<file path="src/rtl/scs8hd_setflag_sync.sv">
// Synchronizer, glitch filter and rise-event handshake for the scs8hd_dfstp flag Q.
// Build option: define SCS8HD_SETFLAG_CNT_EN to include the saturating event counter and OVF.
module scs8hd_setflag_sync #(
  parameter int SYNC_STAGES = 2,
  parameter int FILT_LEN    = 3,
  parameter int CW          = 8
) (
  input  logic          CLK,
  input  logic          RESET,
  input  logic          Q_IN,
  input  logic          ACK,
  output logic          LEVEL,
  output logic          EVT,
  output logic          FLAG,
  output logic [CW-1:0] CNT,
  output logic          OVF
);

  // state | meaning
  // IDLE  | no request outstanding, waiting for a rise
  // PEND  | request raised (FLAG=1), waiting for ACK
  // HELD  | acknowledged while LEVEL still high, waiting for LEVEL to drop
  typedef enum logic [1:0] {
    IDLE = 2'b00,
    PEND = 2'b01,
    HELD = 2'b10
  } state_t;

  state_t state_q;
  state_t state_d;

  logic [SYNC_STAGES-1:0] sync;
  logic                   s;
  logic [3:0]             fcnt;
  logic [4:0]             fcnt_inc;
  logic                   flip;
  logic                   rise;

  assign s        = sync[SYNC_STAGES-1];
  assign fcnt_inc = {1'b0, fcnt} + 5'd1;
  assign flip     = (s != LEVEL) && (fcnt_inc == 5'(FILT_LEN));
  assign rise     = flip && s;

  always_ff @(posedge CLK) begin
    if (RESET) begin
      sync  <= '0;
      fcnt  <= '0;
      LEVEL <= 1'b0;
      EVT   <= 1'b0;
    end else begin
      sync <= {sync[SYNC_STAGES-2:0], Q_IN};
      EVT  <= rise;
      if (s == LEVEL) begin
        fcnt <= '0;
      end else if (flip) begin
        LEVEL <= s;
        fcnt  <= '0;
      end else begin
        fcnt <= fcnt_inc[3:0];
      end
    end
  end

  always_ff @(posedge CLK) begin
    if (RESET) begin
      state_q <= IDLE;
    end else begin
      state_q <= state_d;
    end
  end

  // A rise always lands in PEND, so a same-edge ACK can never drop an event.
  always_comb begin
    state_d = IDLE;
    case (state_q)
      IDLE: state_d = rise ? PEND : IDLE;
      PEND: begin
        if (rise)     state_d = PEND;
        else if (ACK) state_d = LEVEL ? HELD : IDLE;
        else          state_d = PEND;
      end
      HELD: begin
        if (rise)       state_d = PEND;
        else if (!LEVEL) state_d = IDLE;
        else            state_d = HELD;
      end
      default: state_d = IDLE;
    endcase
  end

  assign FLAG = (state_q == PEND);

`ifdef SCS8HD_SETFLAG_CNT_EN
  localparam logic [CW-1:0] CNT_MAX = '1;

  logic [CW-1:0] cnt;
  logic          ovf;

  always_ff @(posedge CLK) begin
    if (RESET) begin
      cnt <= '0;
      ovf <= 1'b0;
    end else if (rise) begin
      if (cnt == CNT_MAX) ovf <= 1'b1;
      else                cnt <= cnt + CW'(1);
    end
  end

  assign CNT = cnt;
  assign OVF = ovf;
`else
  assign CNT = '0;
  assign OVF = 1'b0;
`endif

endmodule

</file>
<file path="config.mk">
export PLATFORM = sky130hd
export DESIGN_NAME = scs8hd_setflag_sync
export DESIGN_NICKNAME = d
export VERILOG_FILES = /design/src/rtl/scs8hd_setflag_sync.sv
export SDC_FILE = /design/constraint.sdc
export NUM_CORES = 1
export LEC_CHECK = 0
export CORE_AREA = 4 4 41 43
export CTS_CLUSTER_DIAMETER = 40
export DETAILED_ROUTE_END_ITERATION = 7
export DIE_AREA = 0 0 45 47
export GPL_ROUTABILITY_DRIVEN = 0
export HOLD_SLACK_MARGIN = 0.06
export PLACE_DENSITY = 0.77
export SLEW_MARGIN = 20
export SYNTH_ARGS = -nofsm -noshare
export SYNTH_HDL_FRONTEND = slang
export SYNTH_SLANG_ARGS = --single-unit
</file>
<file path="constraint.sdc">
create_clock -name CLK -period 2 [get_ports CLK]
set_clock_uncertainty 0.1 [all_clocks]
set_input_delay 0.5 -clock CLK [delete_from_list [all_inputs] [get_ports CLK]]
set_output_delay 0.5 -clock CLK [all_outputs]
set_load 0.005 [all_outputs]
</file>
==> results of run 1 <==
==> metrics by stage <==
stage / util / power (mW) / worst slack [ns]
2_1_floorplan: - / 0.228 / 0.375
3_3_place_gp: 0.410 / 0.226 / 0.339
3_5_place_dp: 0.410 / 0.226 / 0.301
4_1_cts: 0.438 / 0.410 / 0.0477
5_1_grt: 0.440 / 0.424 / 0.0481
6_report: 0.440 / 0.407 / 0.131
==> cells by family (layout without fill, tap and decap cells) <==
family                     Yosys count  after routing  synth area share
AOI/OAI and AO/OA                    7              7             0.111
xor gates and xnor gates             3              3            0.0543
adders and majority gates            2              2            0.0517
buffers and inverters               10             12             0.147
DFF                                 10             10             0.413
other                                1              9           0.00774
and+or+nand+nor                     17             17             0.214
==> power by group through the flow <==
stage	logic (mW)	registers [mW]	clock network (mW)
6_report	0.0184	0.203	0.185
5_1_grt	0.0210	0.204	0.200
4_1_cts	0.0181	0.203	0.189
3_5_place_dp	0.0180	0.208	0
3_3_place_gp	0.0179	0.208	0
2_1_floorplan	0.0210	0.207	0
==> layout make-up <==
| class | instances | area share |
|---|---|---|
| Multi-Input combinational cell | 38 | 0.428 |
| Clock buffer | 4 | 0.0633 |
| Inverter | 1 | 0.00655 |
| Tap cell | 15 | 0.0328 |
| Timing Repair Buffer | 7 | 0.118 |
| Sequential cell | 10 | 0.352 |
==> synth_stat cells <==
master    count  share of area
buf_4         9           0.14
nor2_1        4          0.031
nor2b_1       5          0.065
conb_1        1         0.0077
a221oi_2      1          0.031
nor3_1        1          0.010
inv_1         1         0.0077
o31ai_1       1          0.016
a21boi_2      1          0.023
nand2b_1      3          0.039
xor2_1        3          0.054
nor3b_1       2          0.031
dfxtp_1      10           0.41
nand3_1       1          0.010
a21oi_1       3          0.031
ha_1          2          0.052
or4b_4        1          0.028
o21ai_0       1          0.010
==> sequential cells by signal, summed over array words and instances (netlist names) <==
signal	flops
LEVEL	1
sync	2
fcnt	4
state_q	2
EVT	1
==> what timing repair did <==
action                                  in CTS  in global routing
hold buffers                                 0                  0
endpoints found under the setup margin       0                  1
resized for setup                            0                  2
==> worst paths after layout <==
check | start | endpoint | cells after the start
max | state_q[0] | FLAG | 2
min | state_q[0] | state_q[0] | 1
max reg2reg | fcnt[0] | state_q[0] | 5
min reg2reg | state_q[0] | state_q[0] | 1
==> metal layers <==
metal,GRT usage,vias to the layer above
met1,0.0829,144
met5,0,-
met2,0.144,14
li1,-,171
met4,0.0526,0
met3,0.0460,2
==> summary.md, run 1 <==
| Metric | Value |
|---|---|
| Sum Neg Setup Slack | `0 ns` |
| Commonest non-fill, non-tap cells in the layout | `9 x dfxtp_1, 9 x conb_1, 6 x clkdlybuf4s50_1` |
| P_int | `0.321 mW` |
| Max cap viols | `0` |
| DP Area | `about 530 µm²` |
| Nature of the critical path endpoint | `primary output` |
| Antenna violations before repair | `0` |
| Worst Path Max Fanout | `4` |
| Post-Place Cells | `71` |
| Die area | `~2100 µm²` |
| Met3 wire length | `approximately 75 µm` |
| Minimum clock period | `roughly 1.9 ns` |
| Synth cell types | `18` |
| Highest routed metal layer | `met4` |
| Gr ovfl total | `0` |
| Area occupied by multi-input gates | `roughly 250 µm²` |
| Final Slew Violations | `0` |
| Critical Path AT | `approximately 1.3 ns` |
| Via count | `331` |
| Largest net degree at the start of global routing | `7` |
| Total Wirelength | `754 µm` |
| Logic pwr share | `0.045` |
| ANT cells | `0` |
| DRT iter0 DRCs | `5` |
| Req. time, crit path | `between 1 and 1.5 ns` |
| Worst vdd ir | `418 µV` |
| Share of layout cells above drive strength 1 | `0.167` |
| Htree depth | `1` |
| Worst R2R Setup Slack | `~0.27 ns` |
| Slowest stage delay, CP | `0.51 ns` |
| Max frequency | `between 500 and 600 MHz` |
| Ports | `16` |
| Fillers | `134` |
| P_leak | `between 0.2 and 0.25 nW` |
| Die width | `45 µm` |
| Pre-Repair DR Iteration Count | `2` |
| RSZ-0062 raised after global routing | `false` |
| Routed vias/inst | `about 4.4` |
| Hold Violations, Final | `0` |
| CTS tree | `yes` |
| Clock Pin Slew Worst Setup and Hold Paths | `0.07 ns` |
| Initial Util | `0.372` |
| Pwr dens | `709 nW/µm²` |
| Avg WL per Cell | `approximately 10 µm` |
| Clock power frac | `0.455` |
| Synth Warn # | `0` |
| Status | `finished clean` |
| Avg Inst Size Synth | `just under 10 µm²` |
| Cells along the critical path | `nor2b_2, clkdlybuf4s50_1` |
| Final setup fails | `0` |
| Flop pwr share | `0.500` |
| Clock sinks | `10` |
| Synthesis-stage register bit count | `10` |
| Hold Worst Slack | `roughly 0.34 ns` |
| CTS Buffer Depth | `2` |
| Residual DRC | `0` |
| Synthesized instance count | `50` |
| Worst path slowest cell | `clkdlybuf4s50_1` |
| Met2 WL post-DR | `around 350 µm` |
| Final Cycle Share | `0.935` |
| Total GRT Usage | `0.0857` |
| Crit Path Category | `reg -> out` |
| CP Launch Type | `flip-flop` |
| Area Growth Syn to Fin | `18.3%` |
| Port buffer count | `6` |
| Final HPWL DP | `595 µm` |
| Fin nets | `67` |
| # Post-CTS Setup Buffers | `0` |
| Metal-1 WL | `315 µm` |
| Global-route wire length before repair | `1240 µm` |
| Worst path bufs/invs | `1` |
| Chip Height | `around 47 µm` |
| Sw Share | `0.209` |
| Vias in the first global route | `294` |
| Design area | `about 570 µm²` |
| Net switching power | `between 0.08 and 0.09 mW` |
| Sequential area share after synthesis | `0.413` |
| Clk_lat worst skew | `~0.27 ns` |
| Fin cells | `between 70 and 80` |
| Seq. cell area | `~200 µm²` |
| Rows | `13` |
| Final ANT Viol Nets | `0` |
| Netlist Area Pre-Place | `between 400 and 500 µm²` |
| CTS root buf | `clkbuf_4` |
| Tightest Hold Check Type | `reg -> reg` |
| Top delay family on crit path | `buffers and inverters` |
| Core Area | `1300 µm²` |
| Num CTS Buffers | `3` |
Power figures use the tool's default switching activity.
==> inputs of run 2 (changes only) <==
- HOLD_SLACK_MARGIN: 0.06 -> 0.02
- SLEW_MARGIN: 20 -> 10
==> results of run 2 <==
Final layout, timing and power as in run 1 (identical DEF).
==> inputs of run 3 (changes only) <==
- SLEW_MARGIN: 10 -> 20
==> results of run 3 <==
Final layout, timing and power as in run 1 (identical DEF).
==> RTL edit, RTL diff (settings of run 3) <==
Set the parameter `CW` to 4 (it was 8).
--- a/src/rtl/scs8hd_setflag_sync.sv
+++ b/src/rtl/scs8hd_setflag_sync.sv
@@ -4,5 +4,5 @@
   parameter int SYNC_STAGES = 2,
   parameter int FILT_LEN    = 3,
-  parameter int CW          = 8
+  parameter int CW          = 4
 ) (
   input  logic          CLK,
Interface: changed (resized CNT); port bits go from 16 to 12. No check against the original RTL was run, so the function may have changed too.
==> RTL edit against run 3 <==
- routed wire length down 12%
- count of clock-buffer cells in the layout unchanged
- non-clock buffer count shrank 1
- synthesized area down 6.2%
- global-route usage down 0.33 points
- sequential cell count is the same
- register-to-register slack hardly changed
- synthesized cell count fell by 8.0%
- cell count fell by 6.7%
- total power fell by 1.6%
- cell area shrank 3.9%
- worst setup slack got worse by 0.0032 ns
- largest cell class unchanged
==> RTL edit: results (changes against run 3) <==
* Worst reg2reg endpoint: state_q[0]
* Pin count of the biggest net entering global routing at 8 (+1)
* Mean instance size in the synthesized netlist at 9.87 sq um (+2.0%)
* Fillers at 137 (+2.2%)
* Status: finished, final reports clean
* Asr flop ratio synth at 0 (unchanged)
* Yosys warning total at 0 (unchanged)
* Worst hold path depth at 1 (unchanged)
* Drt first pass iters at 4 (+2)
* Max FO, Critical Path at 4 (unchanged)
* Net switching power at 0.0797 mW (-6.3%)
* Total placed cells including tap cells at 66 (-7.0%)
* Number of design-rule violations left by the first detailed-router iteration at 2 (-3)
* Overall fraction of global-route tracks in use at 0.0824 (-0.00331)
* Net count of the finished layout at 62 (-7.5%)
* Ant diodes at 0 (unchanged)
* Worst-case vdd ir drop at 0.433 mV (+3.5%)
* Final HPWL from detailed placement at 532 microns (-11%)
* Placement Cell Area at 510 sq um (-4.2%)
* Number of antenna violations at the first check in global routing at 0 (unchanged)
* Number of vias per cell after detailed routing at 4.56 (+3.3%)
* Port Buf Inserts at 6 (unchanged)
* Final non-filler cell total at 70 (-6.7%)
* Launch instance of the worst min-delay path: sync[0]
* Final wirelength at 662 microns (-12%)
* Top post-synthesis cells by count: dfxtp_1 (10), buf_4 (5), nor2b_1 (5)
* Inserted Clock Buffers at 3 (unchanged)
* Share of post-route cells with drive strength above 1 at 0.164 (-0.00303)
* Insertion delay to the later sink of the worst-skew pair at 0.26 ns
* Buffers from clock root to sink, at most at 2 (unchanged)
* R2r startpoint: fcnt[0]
* Largest cells by area after synthesis: dfxtp_1 (44%), buf_4 (8.3%), nor2b_1 (6.9%)
* Hold WC Path Type: reg2reg
* Post-synthesis sequential area ratio at 0.441 (+0.0273)
* Via count of the first global-routing pass at 287 (-2.4%)
* Leakage component of the power at 0.219 nW (-7.5%)
* Clock slew at the register clock pins of the worst setup and hold paths at 0.07 ns (about the same)
* Clock root buffer: clkbuf_4
* End of the worst hold path: sync[1]
* Count of H-tree levels built during CTS at 1 (unchanged)
* Regs by FF count: fcnt x4, state_q x2, sync x2
* Register-to-Register Setup Slack at 0.27 ns (about the same)
* First-pass GRT wire length at 1.18 mm (-4.5%)
* Critical path data arrival time at 1.27 ns (about the same)
* Worst Reg2Reg Path Length in Cells at 5 (unchanged)
* Number of distinct library cells after synthesis at 18 (unchanged)
-- RTL edit: changes by cell type after synthesis --
cell / run 3 / this run
buf_4: 9 / 5
-- RTL edit: per-stage QoR --
step	setup WS, ns	total power [mW]	hold WS [ns]
CTS	0.0475	0.407	0.344
global placement	0.340	0.222	0.320
global route	0.0495	0.418	0.356
finish	0.128	0.400	0.341
detailed placement	0.281	0.223	0.329
floorplan	0.375	0.221	0.314
-- RTL edit: area by class of cell --
| type | instances | area (sq um) | share of cell area |
|---|---|---|---|
| clock buffers | 4 | 36.3 | 0.0659 |
| inverters | 1 | 3.75 | 0.00682 |
| multi-input cells | 34 | 230 | 0.418 |
| flip-flops and latches | 10 | 201 | 0.366 |
| well taps | 15 | 18.8 | 0.0341 |
| repair buffers | 6 | 60.1 | 0.109 |
-- RTL edit: power by group through the flow --
stage | combinational [mW] | clock [mW] | sequential, mW
floorplan | 0.0137 | 0 | 0.207
global placement | 0.0148 | 0 | 0.208
detailed placement | 0.0149 | 0 | 0.208
CTS | 0.0149 | 0.189 | 0.203
global route | 0.0171 | 0.197 | 0.203
finish | 0.0150 | 0.182 | 0.203
-- RTL edit: timing repair --
action,4_1_cts,5_1_grt
hold endpoints to repair,0,0
gates resized for setup,0,2
hold buffers,0,0
buffers inserted,0,0
setup endpoints to repair,0,1
-- RTL edit: logic make-up after synthesis --
family	count (synthesis)	synth area share
adder cells (fa/ha/maj)	2	0.0551
XOR/XNOR	3	0.0579
buffers and inverters	6	0.0909
AO/OA/AOI/OAI	7	0.118
flip-flops	10	0.441
other	1	0.00826
AND/OR/NAND/NOR	17	0.229
-- RTL edit: layer usage --
layer  track usage  wire (microns)  vias up
met5             0               0        -
met4        0.0877              22        0
met3        0.0345              59        3
met2         0.116             290       12
met1        0.0894             290      140
li1              -               -      164
-- RTL edit: worst max-delay path by stage --
stage / endpoint / startpoint / depth (start not counted)
4_1_cts: FLAG / state_q[0] / 2
2_1_floorplan: state_q[0] / fcnt[0] / 5
3_5_place_dp: state_q[0] / fcnt[0] / 5
3_3_place_gp: state_q[0] / fcnt[0] / 5
5_1_grt: FLAG / state_q[0] / 2
6_report: FLAG / state_q[0] / 2
-- RTL edit: critical path: stages (launching register included) --
cell,delay [ns]
dfxtp_2,0.35
nor2b_2,0.15
clkdlybuf4s50_1,0.51
